### src/rtl/rf_write_arbiter.sv
// Arbitrates execute and load writebacks onto the single register-file write port.
// Optional build macro RF_WRITE_COALESCE_EN: same-address ex/mem entries collapse into one write.
module rf_write_arbiter #(
    parameter int DATA_W   = 16,
    parameter int ADDR_W   = 3,
    parameter int MAX_WAIT = 3,
    localparam int NUM_REGS = 2**ADDR_W
) (
    input  logic                clk,
    input  logic                rst,
    input  logic                ex_valid,
    output logic                ex_ready,
    input  logic [ADDR_W-1:0]   ex_addr,
    input  logic [DATA_W-1:0]   ex_data,
    input  logic                mem_valid,
    output logic                mem_ready,
    input  logic [ADDR_W-1:0]   mem_addr,
    input  logic [DATA_W-1:0]   mem_data,
    output logic                rf_write_enable,
    output logic [ADDR_W-1:0]   rf_write_addr,
    output logic [DATA_W-1:0]   rf_write_data,
    output logic [NUM_REGS-1:0] pending_mask
);
    localparam int WAIT_W = (MAX_WAIT > 0) ? $clog2(MAX_WAIT + 1) : 1;
    localparam logic [WAIT_W-1:0] WAIT_MAX = WAIT_W'(MAX_WAIT);

    logic              ex_full_q, mem_full_q;
    logic [ADDR_W-1:0] ex_addr_q, mem_addr_q;
    logic [DATA_W-1:0] ex_data_q, mem_data_q;
    logic              mem_older_q, mem_older_d;
    logic [WAIT_W-1:0] ex_wait_q, ex_wait_d;
    logic              we_q;
    logic [ADDR_W-1:0] wa_q;
    logic [DATA_W-1:0] wd_q;

    logic both_full, same_addr, starved;
    logic gnt_ex, gnt_mem, coal;
    logic ex_free, mem_free, ex_load, mem_load;

    always_comb begin
        both_full = ex_full_q & mem_full_q;
        same_addr = both_full & (ex_addr_q == mem_addr_q);
        // Starvation override never reorders two writes to the same register.
        starved   = both_full & (ex_wait_q == WAIT_MAX) & ~same_addr;
        gnt_ex    = 1'b0;
        gnt_mem   = 1'b0;
        coal      = 1'b0;
`ifdef RF_WRITE_COALESCE_EN
        if (same_addr) begin
            coal = 1'b1;
            if (mem_older_q) gnt_ex  = 1'b1;
            else             gnt_mem = 1'b1;
        end else
`endif
        if (starved)         gnt_ex  = 1'b1;
        else if (same_addr) begin
            if (mem_older_q) gnt_mem = 1'b1;
            else             gnt_ex  = 1'b1;
        end
        else if (mem_full_q) gnt_mem = 1'b1;
        else if (ex_full_q)  gnt_ex  = 1'b1;
    end

    assign ex_free   = gnt_ex | coal;
    assign mem_free  = gnt_mem | coal;
    assign ex_ready  = rst & (~ex_full_q | ex_free);
    assign mem_ready = rst & (~mem_full_q | mem_free);
    assign ex_load   = ex_valid & ex_ready;
    assign mem_load  = mem_valid & mem_ready;

    always_comb begin
        mem_older_d = mem_older_q;
        if (coal)                      mem_older_d = 1'b0;
        // A simultaneous load counts mem as the older entry.
        if (ex_load && mem_load)       mem_older_d = 1'b1;
        else if (mem_load)             mem_older_d = 1'b0;
        else if (ex_load)              mem_older_d = 1'b1;

        ex_wait_d = '0;
        if (ex_full_q && !ex_free)
            ex_wait_d = (ex_wait_q == WAIT_MAX) ? ex_wait_q : ex_wait_q + WAIT_W'(1);
    end

    always_ff @(posedge clk or negedge rst) begin
        if (!rst) begin
            ex_full_q   <= 1'b0;
            mem_full_q  <= 1'b0;
            ex_addr_q   <= '0;
            mem_addr_q  <= '0;
            ex_data_q   <= '0;
            mem_data_q  <= '0;
            mem_older_q <= 1'b0;
            ex_wait_q   <= '0;
            we_q        <= 1'b0;
            wa_q        <= '0;
            wd_q        <= '0;
        end else begin
            mem_older_q <= mem_older_d;
            ex_wait_q   <= ex_wait_d;
            if (ex_free)  ex_full_q  <= 1'b0;
            if (mem_free) mem_full_q <= 1'b0;
            if (ex_load) begin
                ex_full_q <= 1'b1;
                ex_addr_q <= ex_addr;
                ex_data_q <= ex_data;
            end
            if (mem_load) begin
                mem_full_q <= 1'b1;
                mem_addr_q <= mem_addr;
                mem_data_q <= mem_data;
            end
            we_q <= gnt_ex | gnt_mem;
            if (gnt_ex) begin
                wa_q <= ex_addr_q;
                wd_q <= ex_data_q;
            end else if (gnt_mem) begin
                wa_q <= mem_addr_q;
                wd_q <= mem_data_q;
            end
        end
    end

    assign rf_write_enable = we_q;
    assign rf_write_addr   = wa_q;
    assign rf_write_data   = wd_q;

    // The in-flight write stays visible until the register file captures it.
    always_comb begin
        pending_mask = '0;
        if (ex_full_q)  pending_mask[ex_addr_q]  = 1'b1;
        if (mem_full_q) pending_mask[mem_addr_q] = 1'b1;
        if (we_q)       pending_mask[wa_q]       = 1'b1;
    end
endmodule

### config.mk
export PLATFORM = sky130hd
export DESIGN_NAME = rf_write_arbiter
export DESIGN_NICKNAME = d
export VERILOG_FILES = /design/src/rtl/rf_write_arbiter.sv
export SDC_FILE = /design/constraint.sdc
export NUM_CORES = 1
export LEC_CHECK = 0
export ABC_AREA = 1
export CAP_MARGIN = 30
export CORE_MARGIN = 2
export CORE_UTILIZATION = 40
export DETAILED_ROUTE_END_ITERATION = 12
export GPL_TIMING_DRIVEN = 0
export PLACE_DENSITY_LB_ADDON = 0.08
export SYNTH_ARGS = -nofsm -noshare
export SYNTH_HDL_FRONTEND = slang
export SYNTH_SLANG_ARGS = --single-unit
export TNS_END_PERCENT = 100
### constraint.sdc
create_clock -name clk -period 3.95 [get_ports clk]
set_input_delay 0.79 -clock clk [delete_from_list [all_inputs] [get_ports clk]]
set_output_delay 0.79 -clock clk [all_outputs]
set_load 0.02 [all_outputs]
==> impl_metrics.toml, run 1 <==
[cts]
cts_made_buffers = 9
htreeDepth = 3
cts_tree = "yes"
path_clk_slew_ns = 0.07
cts.repair.resized = 0
postCtsSetupBuffers = 0
cts_hold_buf = 0
ctsRootBufferMaster = "clkbuf_8"
cts_buffer_depth = 2
worstSkewPairLatency_ns = 0.34
clkSinkCount = 63

[route]
drc = 0
route.detailed.wl_per_inst_um = 13.7
via_per_inst = 4.97
ant_nets = 0
firstDrtPassIters = 4
drt_iter0_drc = 109
drt-total-wl_um = 7530
vias = 2723

[timing]
setup_slack_ns = 0.538
final.min_clock_period_ns = 3.41
whs_ns = 0.476
max_freq_ghz = 0.293
slew_viol_final = 0
tightest_slew_ns = 0.839
final-setup-viol-count = 0
period_share = 0.864
relSlewSlack = 0.441
hold_violations = 0
skew_ns = 0.0103
rsz0062_at_grt = "false"

[yosys]
syn_area_per_cell_um2 = 8.31
synth_top_area_frac = 0.524
syn-instance-count = 362
yosys.area.top_type = "dfrtp_1"
ys_top_cells_by_area = "dfrtp_1 52%, nand2_1 19%, nand3_1 7.2%"
yosysWarningCount = 0
ys_ff_latch = 63
netlist_area_mm2 = 0.00301
ys_types = 24
yosysSeqAreaShare = 0.524
synth_nets = 405

[power_and_ir_drop]
powerDensity_mw_per_mm2 = 686
power_frac_clock = 0.225
swShare = 0.379
ir_worst_vdd_mv = 0.312
seqPwrFrac = 0.377
switching_power_w = 0.00106
power_leakage_nw = 1.98
total_power_w = 0.00279
intPower_w = 0.00173
combPwrFrac = 0.399

[critical_path]
critPathMaxFanout = 67
crit_path_start = "rst"
crit_path_end_kind = "output pin"
crit_arrival_ns = 2.62
r2r-start = "mem_full_q"
cp_slowest_cell = "buf_4"
worst-path-stages = 5
crit_buf_inv = 4
cp_top_family = "buffers and inverters"
cp.required_ns = 3.16
cp_cell_sequence = "buf_4 > clkbuf_1 > nand2_1 > inv_1 > clkdlybuf4s50_1"
start_kind = "primary input"
crit_type = "primary input to output pin"
ff2ff_path_depth = 13
max_stage_delay_ns = 0.63

[finish]
fin_area_mm2 = 0.00407
syn_to_final_growth_pct = 35.1
fillers = 703
final_core_util = 0.560
nets = 487
layout_commonest_cell = "nand2_1"
drive_gt1_frac = 0.120
layout_common_cells = "153 x nand2_1, 70 x clkdlybuf4s50_1, 63 x dfrtp_1, 43 x nand3_1, 22 x nand4_1"
antenna_cells = 0

[floorplan]
std_cell_rows = 31
die_height_um = 90.7
coreArea_mm2 = 0.00725
io_pins = 72
die_area_mm2 = 0.00823
start_util = 0.415
die_w_um = 90.7

[global_routing]
use_met2 = 0.285
globalRoute.busiestLayer = "met2"
grt_pass1_vias = 2569
grt-ovfl-total = 0
grt_pass1_wl_um = 12600
antenna_found_initial = 0
grtUsageMet1 = 0.272
track_usage = 0.192
gr-usage-met3 = 0.0526
grt_max_degree = 68

[min_path]
min_path_cells = 2
hp-class = "flip-flop to flip-flop"
hp-start = "mem_data_q[2]"

[place]
place_area_mm2 = 0.00384
pre_cts_ws_ns = 0.509
hpwl_um = 5480
portBuffers = 71
gp_congestion = 0.885

[status]
outcome = "complete, no violations"

[flow_run]
drv_cap = 0
[metal layers]
| metal | part of all wire | up-vias |
|---|---|---|
| li1 | - | 1353 |
| met1 | 0.50 | 1283 |
| met2 | 0.44 | 78 |
| met3 | 0.051 | 9 |
| met4 | 0.012 | 0 |
| met5 | 0 | - |
[Yosys cell counts, drive strengths merged]
library cell,n
nand2,157
dfrtp,63
nand3,48
nand4,22
buf,18
inv,18
nor2,14
clkbuf,5
a31oi,4
o221ai,4
o41ai,4
ha,1
mux2i,1
nor3,1
o21ai,1
xor2,1
[power groups by stage]
stage               Clock (W)  Combinational [W]  Sequential [W]
floorplan                   0           0.000585         0.00111
global placement            0            0.00110         0.00105
detailed placement          0            0.00112         0.00106
CTS                  0.000639            0.00113         0.00105
global route         0.000668            0.00123         0.00108
finish               0.000627            0.00111         0.00105
[final cells by class]
type,instances,area [um^2],area share
buffer,23,154,0.0379
clock buffer,13,159,0.0391
clock inverter,3,65.1,0.0160
inverter,18,67.6,0.0166
multi-input combinational,258,1210,0.298
sequential,63,1580,0.388
tap,99,124,0.0305
timing repair buffer,71,708,0.174
[cell families after synthesis]
kind of cell	share of synthesized area
AOI/OAI and AO/OA	0.0333
xor gates and xnor gates	0.00291
adders and majority gates	0.00416
buffers and inverters	0.0736
DFF	0.524
muxes	0.00333
and+or+nand+nor	0.359
[path summary, 6_finish.rpt]
kind / to / slack, ns
worst max-delay path: ex_ready / 0.54
worst min-delay path: mem_data_q[2] / 0.48
worst max register to register: ex_addr_q[0] / 2.18
worst min register to register: mem_data_q[2] / 0.48
max in group asynchronous: rf_write_data[0] / 2.85
min in group asynchronous: rf_write_enable / 0.55
[registers in the layout, indices dropped and copies added (netlist names)]
name             cells
ex_addr_q            3
ex_data_q           16
ex_full_q            1
ex_wait_q            2
mem_addr_q           3
mem_data_q          16
mem_full_q           1
mem_older_q          1
rf_write_addr        3
rf_write_data       16
rf_write_enable      1
[worst reg2reg max path: stages (launching register included)]
cell     delay, ns
dfrtp_1       0.31
buf_2         0.20
nand2_1       0.09
inv_2         0.07
nand2_1       0.08
nor2_4        0.13
nand2_2       0.08
nand2_1       0.08
nand2_2       0.08
nand3_2       0.13
nand3_2       0.12
buf_6         0.20
nand2_1       0.06
nand2_1       0.06
[per-stage QoR]
stage | cells | TNS [ns]
5_1_grt | 548 | 0
4_1_cts | 548 | 0
6_report | 548 | 0
3_5_place_dp | 532 | 0
2_1_floorplan | 362 | 0
3_3_place_gp | 532 | -30.62
Power figures use the tool's default switching activity.
==> inputs of run 2 (changes only) <==
- CORE_UTILIZATION: 40 -> 45
- SETUP_SLACK_MARGIN: unset -> 0.05
==> impl_metrics.toml, run 2 (same netlist as run 1, synthesis figures left out) <==
[place]
hpwl_um = 5350
portBuffers = 71
gp_congestion = 0.890
place_area_mm2 = 0.00381
place_inst = 510

[route]
ant_nets = 0
vias = 2692
drt_iter0_drc = 206
firstDrtPassIters = 8
via_per_inst = 5.13
route.detailed.wl_per_inst_um = 13.8
drt-total-wl_um = 7230
drc = 5

[global_routing]
grt_pass1_wl_um = 12300
antenna_found_initial = 0
grt_pass1_vias = 2490
grt-ovfl-total = 0
grt_max_degree = 68
track_usage = 0.215

[power_and_ir_drop]
combPwrFrac = 0.400
ir_worst_vdd_mv = 0.281
intPower_w = 0.00171
switching_power_w = 0.00104
swShare = 0.379
seqPwrFrac = 0.381
powerDensity_mw_per_mm2 = 685
power_leakage_nw = 1.97
power_frac_clock = 0.220

[floorplan]
die_area_mm2 = 0.00736
std_cell_rows = 29
start_util = 0.469
io_pins = 72
coreArea_mm2 = 0.00642
die_height_um = 85.8
die_w_um = 85.8

[critical_path]
cp.required_ns = 3.16
cp_top_family = "buffers and inverters"
cp_cell_sequence = "buf_4 > clkbuf_1 > nand2_1 > inv_1 > clkdlybuf4s50_1"
crit_arrival_ns = 2.60
max_stage_delay_ns = 0.62
crit_buf_inv = 4
crit_path_end_kind = "output pin"
start_kind = "primary input"
cp_slowest_cell = "buf_4"
crit_type = "primary input to output pin"
critPathMaxFanout = 67

[cts]
path_clk_slew_ns = 0.07
postCtsSetupBuffers = 0
cts_tree = "yes"
worstSkewPairLatency_ns = 0.32
ctsRootBufferMaster = "clkbuf_8"
htreeDepth = 3
clkSinkCount = 63
cts.repair.resized = 0
cts_made_buffers = 9
cts_buffer_depth = 2
cts_hold_buf = 0

[flow_run]
drv_cap = 0

[timing]
period_share = 0.858
skew_ns = 0.00977
setup-tns-final_ns = 0
rsz0062_at_grt = "false"
final.min_clock_period_ns = 3.39
tightest_slew_ns = 0.821
max_freq_ghz = 0.295
relSlewSlack = 0.453
hold_violations = 0
slew_viol_final = 0
final-setup-viol-count = 0

[finish]
antenna_cells = 0
nets = 487
layout_commonest_cell = "nand2_1"
fin_cells = 525
syn_to_final_growth_pct = 33.8
fin_area_mm2 = 0.00403
drive_gt1_frac = 0.118
layout_common_cells = "153 x nand2_1, 70 x clkdlybuf4s50_1, 63 x dfrtp_1, 43 x nand3_1, 22 x nand4_1"

[status]
outcome = "complete, but fails checks"
violations = "DRC"

[min_path]
hp-class = "flip-flop to flip-flop"
run 2: cell types whose count changed in the layout (fill, tap and decap cells not counted):
cell        before  now
clkbuf_8        11   10
clkinv_2         1    0
clkinvlp_4       0    1
run 2: final cells by class:
cell class / count / area, um^2
Fill cell: 590 / 2400
Sequential cell: 63 / 1580
Multi-Input combinational cell: 258 / 1210
Timing Repair Buffer: 71 / 708
Buffer: 23 / 154
Clock buffer: 12 / 145
Tap cell: 77 / 96.3
Clock inverter: 3 / 67.6
Inverter: 18 / 67.6
run 2: worst min-delay path: cells and delay by family (launching register included):
family | cells | cell delay, ns
flops | 1 | 0.34
simple gates | 2 | 0.10
run 2: final timing paths:
check	endpoint	start	slack (ns)	cells past startpoint
worst max-delay path	ex_ready	rst	0.56	5
worst min-delay path	mem_data_q[9]	mem_data_q[9]	0.47	2
worst max register to register	mem_data_q[8]	mem_full_q	2.16	13
worst min register to register	mem_data_q[9]	mem_data_q[9]	0.47	2
max in group asynchronous	ex_data_q[10]	rst	2.85	1
min in group asynchronous	rf_write_enable	rst	0.56	1
run 2: power groups by stage:
stage | registers, W | logic, W | clock network [W]
3_5_place_dp | 0.00106 | 0.00111 | 0
4_1_cts | 0.00105 | 0.00111 | 0.000618
5_1_grt | 0.00108 | 0.00122 | 0.000651
3_3_place_gp | 0.00105 | 0.00109 | 0
6_report | 0.00105 | 0.00110 | 0.000606
2_1_floorplan | 0.00111 | 0.000585 | 0
run 2: through the flow:
step / hold slack, ns / total power, W / setup slack [ns] / util
floorplan: 0.442 / 0.00169 / 1.68 / -
global placement: 0.456 / 0.00214 / -1.52 / 0.594
detailed placement: 0.459 / 0.00217 / 0.511 / 0.594
CTS: 0.476 / 0.00278 / 0.503 / 0.627
global route: 0.496 / 0.00295 / 0.315 / 0.627
finish: 0.474 / 0.00276 / 0.563 / 0.627
run 2: layer usage:
metal | track usage | part of all wire
met5 | 0 | 0
met3 | 0.0385 | 0.049
met4 | 0.0851 | 0.0082
met2 | 0.302 | 0.45
met1 | 0.330 | 0.49
==> inputs of run 3 (changes only) <==
- clock period: 3.95 -> 4.4 ns (I/O delays scaled with it)
==> results of run 3 <==
Same layout as run 2 (identical final DEF). Status: complete, but fails checks: DRC.
Main changes from that run: setup slack after placement 0.511 ns -> 0.781 ns; setup slack after layout 0.563 ns -> 0.833 ns; register-to-register setup slack 2.16 ns -> 2.61 ns; total power 0.00276 W -> 0.00248 W; worst IR drop on VDD 0.281 mV -> 0.252 mV
